## config.mk

```make
export PLATFORM = sky130hd
export DESIGN_NAME = ks_adder_pipe_flat
export DESIGN_NICKNAME = d
export VERILOG_FILES = /design/src/rtl/ks_adder_pipe_if.sv /design/src/rtl/ks_adder_pipe.sv /design/src/flat_wrapper.sv
export SDC_FILE = /design/constraint.sdc
export NUM_CORES = 1
export LEC_CHECK = 0
export CAP_MARGIN = 20
export CORE_MARGIN = 1
export CORE_UTILIZATION = 60
export CTS_CLUSTER_DIAMETER = 150
export DETAILED_ROUTE_END_ITERATION = 7
export DONT_BUFFER_PORTS = 1
export PLACE_DENSITY = 0.79
export SYNTH_ARGS = -nofsm -noshare
export SYNTH_HDL_FRONTEND = slang
export SYNTH_SLANG_ARGS = --single-unit
```

## constraint.sdc

```tcl
create_clock -name clk -period 1.9 [get_ports clk]
set_input_delay 0.38 -clock clk [delete_from_list [all_inputs] [get_ports clk]]
set_output_delay 0.38 -clock clk [all_outputs]
set_load 0.02 [all_outputs]
```

## src/rtl/ks_adder_pipe_if.sv

```systemverilog
// Operand/result stream bundle for the pipelined Kogge-Stone adder/subtractor.
// A beat moves on a rising clk edge only when its valid and ready are both high;
// valid must not depend on ready, and the data is held stable while valid is high without ready.
interface ks_adder_pipe_if #(
    parameter int WIDTH = 16
);
    logic             in_valid;
    logic             in_ready;
    logic [WIDTH-1:0] a;
    logic [WIDTH-1:0] b;
    logic             cin;
    logic             sub;
    logic             out_valid;
    logic             out_ready;
    logic [WIDTH-1:0] sum;
    logic             cout;
    logic             ovf;

    modport master (
        output in_valid, a, b, cin, sub, out_ready,
        input  in_ready, out_valid, sum, cout, ovf
    );

    modport slave (
        input  in_valid, a, b, cin, sub, out_ready,
        output in_ready, out_valid, sum, cout, ovf
    );
endinterface

```

## src/rtl/ks_adder_pipe.sv

```systemverilog
// Pipelined Kogge-Stone adder/subtractor: one cell stage, one register per prefix
// level, one sum stage. The whole pipe advances together and stalls together.
module ks_adder_pipe #(
    parameter int WIDTH = 16
) (
    input  logic            clk,
    input  logic            rst_n,
    ks_adder_pipe_if.slave  bus
);
    localparam int LEVELS = $clog2(WIDTH);

    logic                         adv;
    logic                         c0;
    logic [WIDTH-1:0]             b_eff;
    logic [WIDTH-1:0]             p_full;
    logic [LEVELS:0]              v_r;
    logic [LEVELS:0]              am_r;
    logic [LEVELS:0]              bm_r;
    logic [LEVELS:0][WIDTH-1:0]   ps_r;
    logic [WIDTH-1:0]             carry;
    logic [WIDTH-1:0]             sum_d;
    logic                         cout_d;
    logic                         ovf_d;
    logic                         out_valid_r;
    logic [WIDTH-1:0]             sum_r;
    logic                         cout_r;
    logic                         ovf_r;

    assign adv          = !out_valid_r || bus.out_ready;
    assign bus.in_ready = adv;
    assign b_eff        = bus.sub ? ~bus.b : bus.b;
    assign c0           = bus.sub | bus.cin;
    assign p_full       = bus.a ^ b_eff;

    // Node n carries bit n-1; node 0 is the carry-in (G=c0, P=0). Only nodes 0..WIDTH-1
    // are kept: they are exactly the carries into bits 0..WIDTH-1. P is only kept for
    // nodes that have not yet reached node 0, since it is dead everywhere else.
    for (genvar k = 0; k <= LEVELS; k++) begin : g_stage
        logic [WIDTH-1:0] g_d;
        logic [WIDTH-1:0] g_q;

        if (k == 0) begin : g_src
            assign g_d = {bus.a[WIDTH-2:0] & b_eff[WIDTH-2:0], c0};
        end else begin : g_src
            localparam int D = 1 << (k - 1);
            for (genvar n = 0; n < WIDTH; n++) begin : g_node
                if (n >= D) begin : g_mix
                    assign g_d[n] = g_stage[k-1].g_q[n] |
                                    (g_stage[k-1].g_p.p_q[n] & g_stage[k-1].g_q[n-D]);
                end else begin : g_keep
                    assign g_d[n] = g_stage[k-1].g_q[n];
                end
            end
        end

        if (k < LEVELS) begin : g_p
            localparam int PL = 1 << k;
            logic [WIDTH-1:PL] p_d;
            logic [WIDTH-1:PL] p_q;

            if (k == 0) begin : g_psrc
                assign p_d = p_full[WIDTH-2:0];
            end else begin : g_psrc
                localparam int D = 1 << (k - 1);
                for (genvar n = PL; n < WIDTH; n++) begin : g_pnode
                    assign p_d[n] = g_stage[k-1].g_p.p_q[n] & g_stage[k-1].g_p.p_q[n-D];
                end
            end

            always_ff @(posedge clk or negedge rst_n) begin
                if (!rst_n) begin
                    p_q <= '0;
                end else if (adv) begin
                    p_q <= p_d;
                end
            end
        end

        always_ff @(posedge clk or negedge rst_n) begin
            if (!rst_n) begin
                g_q <= '0;
            end else if (adv) begin
                g_q <= g_d;
            end
        end
    end

    // Carry out of the MSB is rebuilt from the raw MSB cell and the carry into it.
    assign carry  = g_stage[LEVELS].g_q;
    assign sum_d  = ps_r[LEVELS] ^ carry;
    assign cout_d = (am_r[LEVELS] & bm_r[LEVELS]) |
                    ((am_r[LEVELS] ^ bm_r[LEVELS]) & carry[WIDTH-1]);
    assign ovf_d  = carry[WIDTH-1] ^ cout_d;

    always_ff @(posedge clk or negedge rst_n) begin
        if (!rst_n) begin
            v_r         <= '0;
            am_r        <= '0;
            bm_r        <= '0;
            ps_r        <= '0;
            out_valid_r <= 1'b0;
            sum_r       <= '0;
            cout_r      <= 1'b0;
            ovf_r       <= 1'b0;
        end else if (adv) begin
            v_r         <= {v_r[LEVELS-1:0], bus.in_valid};
            am_r        <= {am_r[LEVELS-1:0], bus.a[WIDTH-1]};
            bm_r        <= {bm_r[LEVELS-1:0], b_eff[WIDTH-1]};
            ps_r        <= {ps_r[LEVELS-1:0], p_full};
            out_valid_r <= v_r[LEVELS];
            sum_r       <= sum_d;
            cout_r      <= cout_d;
            ovf_r       <= ovf_d;
        end
    end

    assign bus.out_valid = out_valid_r;
    assign bus.sum       = sum_r;
    assign bus.cout      = cout_r;
    assign bus.ovf       = ovf_r;
endmodule
```

## src/flat_wrapper.sv

```systemverilog
// flat-port wrapper written by rule: the top's interface ports become plain ports
module ks_adder_pipe_flat 
#(
    parameter int WIDTH = 16
)
  (clk, rst_n, bus_in_valid, bus_a, bus_b, bus_cin, bus_sub, bus_out_ready, bus_in_ready, bus_out_valid, bus_sum, bus_cout, bus_ovf);
  ks_adder_pipe_if #(.WIDTH(WIDTH)) bus_i ();
  input  logic clk;
  input  logic rst_n;
  input wire logic [$bits(bus_i.in_valid)-1:0] bus_in_valid;
  input wire logic [$bits(bus_i.a)-1:0] bus_a;
  input wire logic [$bits(bus_i.b)-1:0] bus_b;
  input wire logic [$bits(bus_i.cin)-1:0] bus_cin;
  input wire logic [$bits(bus_i.sub)-1:0] bus_sub;
  input wire logic [$bits(bus_i.out_ready)-1:0] bus_out_ready;
  output wire logic [$bits(bus_i.in_ready)-1:0] bus_in_ready;
  output wire logic [$bits(bus_i.out_valid)-1:0] bus_out_valid;
  output wire logic [$bits(bus_i.sum)-1:0] bus_sum;
  output wire logic [$bits(bus_i.cout)-1:0] bus_cout;
  output wire logic [$bits(bus_i.ovf)-1:0] bus_ovf;
  assign bus_i.in_valid = bus_in_valid;
  assign bus_i.a = bus_a;
  assign bus_i.b = bus_b;
  assign bus_i.cin = bus_cin;
  assign bus_i.sub = bus_sub;
  assign bus_i.out_ready = bus_out_ready;
  assign bus_in_ready = bus_i.in_ready;
  assign bus_out_valid = bus_i.out_valid;
  assign bus_sum = bus_i.sum;
  assign bus_cout = bus_i.cout;
  assign bus_ovf = bus_i.ovf;
  ks_adder_pipe #(.WIDTH(WIDTH)) u_core (.clk(clk), .rst_n(rst_n), .bus(bus_i));
endmodule
```

==> flow_summary.json <==
{
  "status": "finished with violations",
  "violations": "negative hold slack",
  "tns_ns": 0,
  "cts.reportedPaths.clkPinSlew_ns": 0.06,
  "pin_count": 58,
  "hold_buffers": 1,
  "start_kind": "register",
  "crit_path_cell_trace": "buf_6",
  "peakVddDrop_mv": 0.915,
  "vias": 5611,
  "htree_levels": 1,
  "cellLeakagePower_nw": 4.80,
  "grt_setup_unrepaired": "no",
  "layout_common_cells": "dfrtp_1, nand3b_1, o21ai_0, mux2_2, mux2_4",
  "numCtsBuffers": 24,
  "fp.dieH_um": 130,
  "num-fill-cells": 1062,
  "nets": 771,
  "max_cap_viol_count": 0,
  "rrSetupSlack_ns": 0.26,
  "grt_pass1_vias": 5670,
  "area_growth_pct": 9.80,
  "fin_crit_ns": 1.83,
  "groute.usage.overall": 0.227,
  "yosysWarnings": 0,
  "final_common_cell": "dfrtp_1",
  "synth-seq-cells": 228,
  "slowest_delay_ns": 0.50,
  "via_per_inst": 5.91,
  "rr_worst_depth": 4,
  "crit_slowest_cell": "buf_6",
  "setup_violations": 0,
  "dieArea_um2": 16900,
  "max_freq_mhz": 546,
  "endpoint_kind": "primary output",
  "cp_max_fo": 87,
  "skew_ns": 0.0145,
  "slew_headroom": 0.541,
  "path_class": "register to primary output",
  "dr.pass1.iters": 4,
  "drv_slew": 0,
  "avgSynthCellArea_um2": 13.5,
  "powerDensity_nw_per_um2": 1690,
  "power.total_mw": 18.2,
  "synth_area_um2": 9810,
  "cp_num_buf_inv": 1,
  "routed_wirelength_um": 17900,
  "path_depth": 1,
  "synth_nets": 780,
  "hold_class": "primary input to asynchronous set/reset pin",
  "drive_gt1_frac": 0.263,
  "r2r_end": "u_core.ps_r[22]",
  "crit_family": "buffers and inverters",
  "endpoint": "bus_out_valid",
  "antenna_cells": 0,
  "ant_nets": 0,
  "clock_latency_ns": 0.52,
  "cts.sinks": 228,
  "arrival_ns": 1.45,
  "route.detailed.drc": 0,
  "fp.dieW_um": 130,
  "grt.overflow.total": 0,
  "r2r-start": "u_core.bus.out_valid",
  "hold_viol_final": 228,
  "synth_cell_types": 22,
  "cts_tree": "done",
  "crit_required_ns": 1.52,
  "synth_seq_area_share": 0.582,
  "fp.coreArea_um2": 15900,
  "finalCritPeriodShare": 0.964,
  "holdWs_ns": -0.425,
  "post-dp-hpwl_um": 11300,
  "root_buffer": "clkbuf_16",
  "core.rowCount": 46,
  "drt_iter0_markers": 412,
  "startpoint": "u_core.bus.out_valid",
  "grt_pass1_wl_um": 29900,
  "worst_pin_slew_ns": 0.688,
  "port_buffers": 0,
  "syn_inst": 726,
  "initial_core_util": 0.615,
  "wl_per_cell_um": 18.9,
  "antenna_found_initial": 0,
  "gp_congestion": 0.816,
  "ff_latch_area_um2": 5710,
  "max-clock-path-buffers": 3,
  "multi_input_area_um2": 3840,
  "grt_max_degree": 229
}
## per-layer routing
layer  routed length [um]  vias up  global-route usage
li1                     -     2557                   -
met2                 8500      112               0.364
met5                    0        -                   0
met3                  626       30              0.0316
met1                 8340     2912               0.328
met4                  445        0              0.0657
## where the power goes
group	internal [mW]	switching [mW]
clock	2.79	1.83
sequential	6.99	2.02
combinational	2.74	1.83
total	12.5	5.67
## how the worst min path moves through the flow
stage	slack, ns	endpoint	cells past startpoint	startpoint
final	-0.43	u_core.bus.sum[12]	0	rst_n
after global routing	-0.45	u_core.bus.sum[12]	0	rst_n
after detailed placement	0.09	u_core.bus.sum[6]	0	rst_n
after floorplan	0.08	u_core.am_r[0]	0	rst_n
after global placement	0.09	u_core.bus.sum[6]	0	rst_n
after CTS	-0.45	u_core.carry[7]	0	rst_n
## cell families (layout without fill, tap and decap cells)
group,count (synthesis),after routing,synth area share
xor gates and xnor gates,33,33,0.0310
AOI/OAI and AO/OA,136,136,0.0695
DFF,228,228,0.582
and+or+nand+nor,125,125,0.0828
buffers and inverters,47,55,0.0272
muxes,141,141,0.187
adders and majority gates,16,16,0.0204
## cell usage after synthesis
| library cell | n | area share |
|---|---|---|
| buf_1 | 2 | 0.00077 |
| a31oi_1 | 1 | 0.00064 |
| nor2_1 | 1 | 0.00038 |
| mux2_4 | 67 | 0.10 |
| buf_6 | 10 | 0.011 |
| xor2_1 | 32 | 0.029 |
| nand2_1 | 34 | 0.013 |
| nand3b_1 | 85 | 0.065 |
| nor3b_1 | 1 | 0.00077 |
| xor3_1 | 1 | 0.0024 |
| ha_1 | 16 | 0.020 |
| mux2_2 | 74 | 0.085 |
| dfrtp_1 | 228 | 0.58 |
| inv_2 | 1 | 0.00038 |
| nor2b_4 | 1 | 0.0014 |
| a21oi_1 | 50 | 0.026 |
| clkbuf_1 | 24 | 0.0092 |
| nand2b_1 | 2 | 0.0013 |
| or3b_2 | 1 | 0.00089 |
| buf_2 | 9 | 0.0046 |
| buf_4 | 1 | 0.00077 |
| o21ai_0 | 85 | 0.043 |
## state kept, by name (all words and copies together), names as in the netlist
signal / flops
u_core.ps_r: 80
u_core.g_stage.g_q: 64
u_core.g_stage.g_p.p_q: 34
u_core.bus.sum: 16
u_core.carry: 16
u_core.am_r: 5
u_core.bm_r: 5
u_core.v_r: 5
u_core.bus.cout: 1
u_core.bus.out_valid: 1
u_core.bus.ovf: 1
## final cells by class
| cell class | instances | share of cell area |
|---|---|---|
| Clock buffer | 37 | 0.0677 |
| Timing Repair inverter | 1 | 0.000581 |
| Sequential cell | 228 | 0.530 |
| Inverter | 1 | 0.00105 |
| Timing Repair Buffer | 10 | 0.0122 |
| Tap cell | 216 | 0.0251 |
| Multi-Input combinational cell | 451 | 0.356 |
| Clock inverter | 6 | 0.00720 |
## metrics by stage
step / util / instances / area, um2 / hold slack (ns) / worst slack, ns
after floorplan: - / 726 / 9810 / 0.0844 / 0.234
after global placement: 0.623 / 904 / 9930 / 0.0933 / 0.376
after detailed placement: 0.623 / 904 / 9930 / 0.0931 / 0.337
after CTS: 0.676 / 950 / 10800 / -0.453 / 0.0835
after global routing: 0.676 / 950 / 10800 / -0.447 / 0.0394
final: 0.676 / 950 / 10800 / -0.425 / 0.0691
## repair_timing
| item | 4_1_cts | 5_1_grt |
|---|---|---|
| setup endpoints to repair | 2 | 0 |
| setup buffers | 1 | 0 |
| gates resized for setup | 2 | 0 |
| endpoints found under the hold margin | 229 | 228 |
No activity file was read; power rests on OpenSTA's default activity.
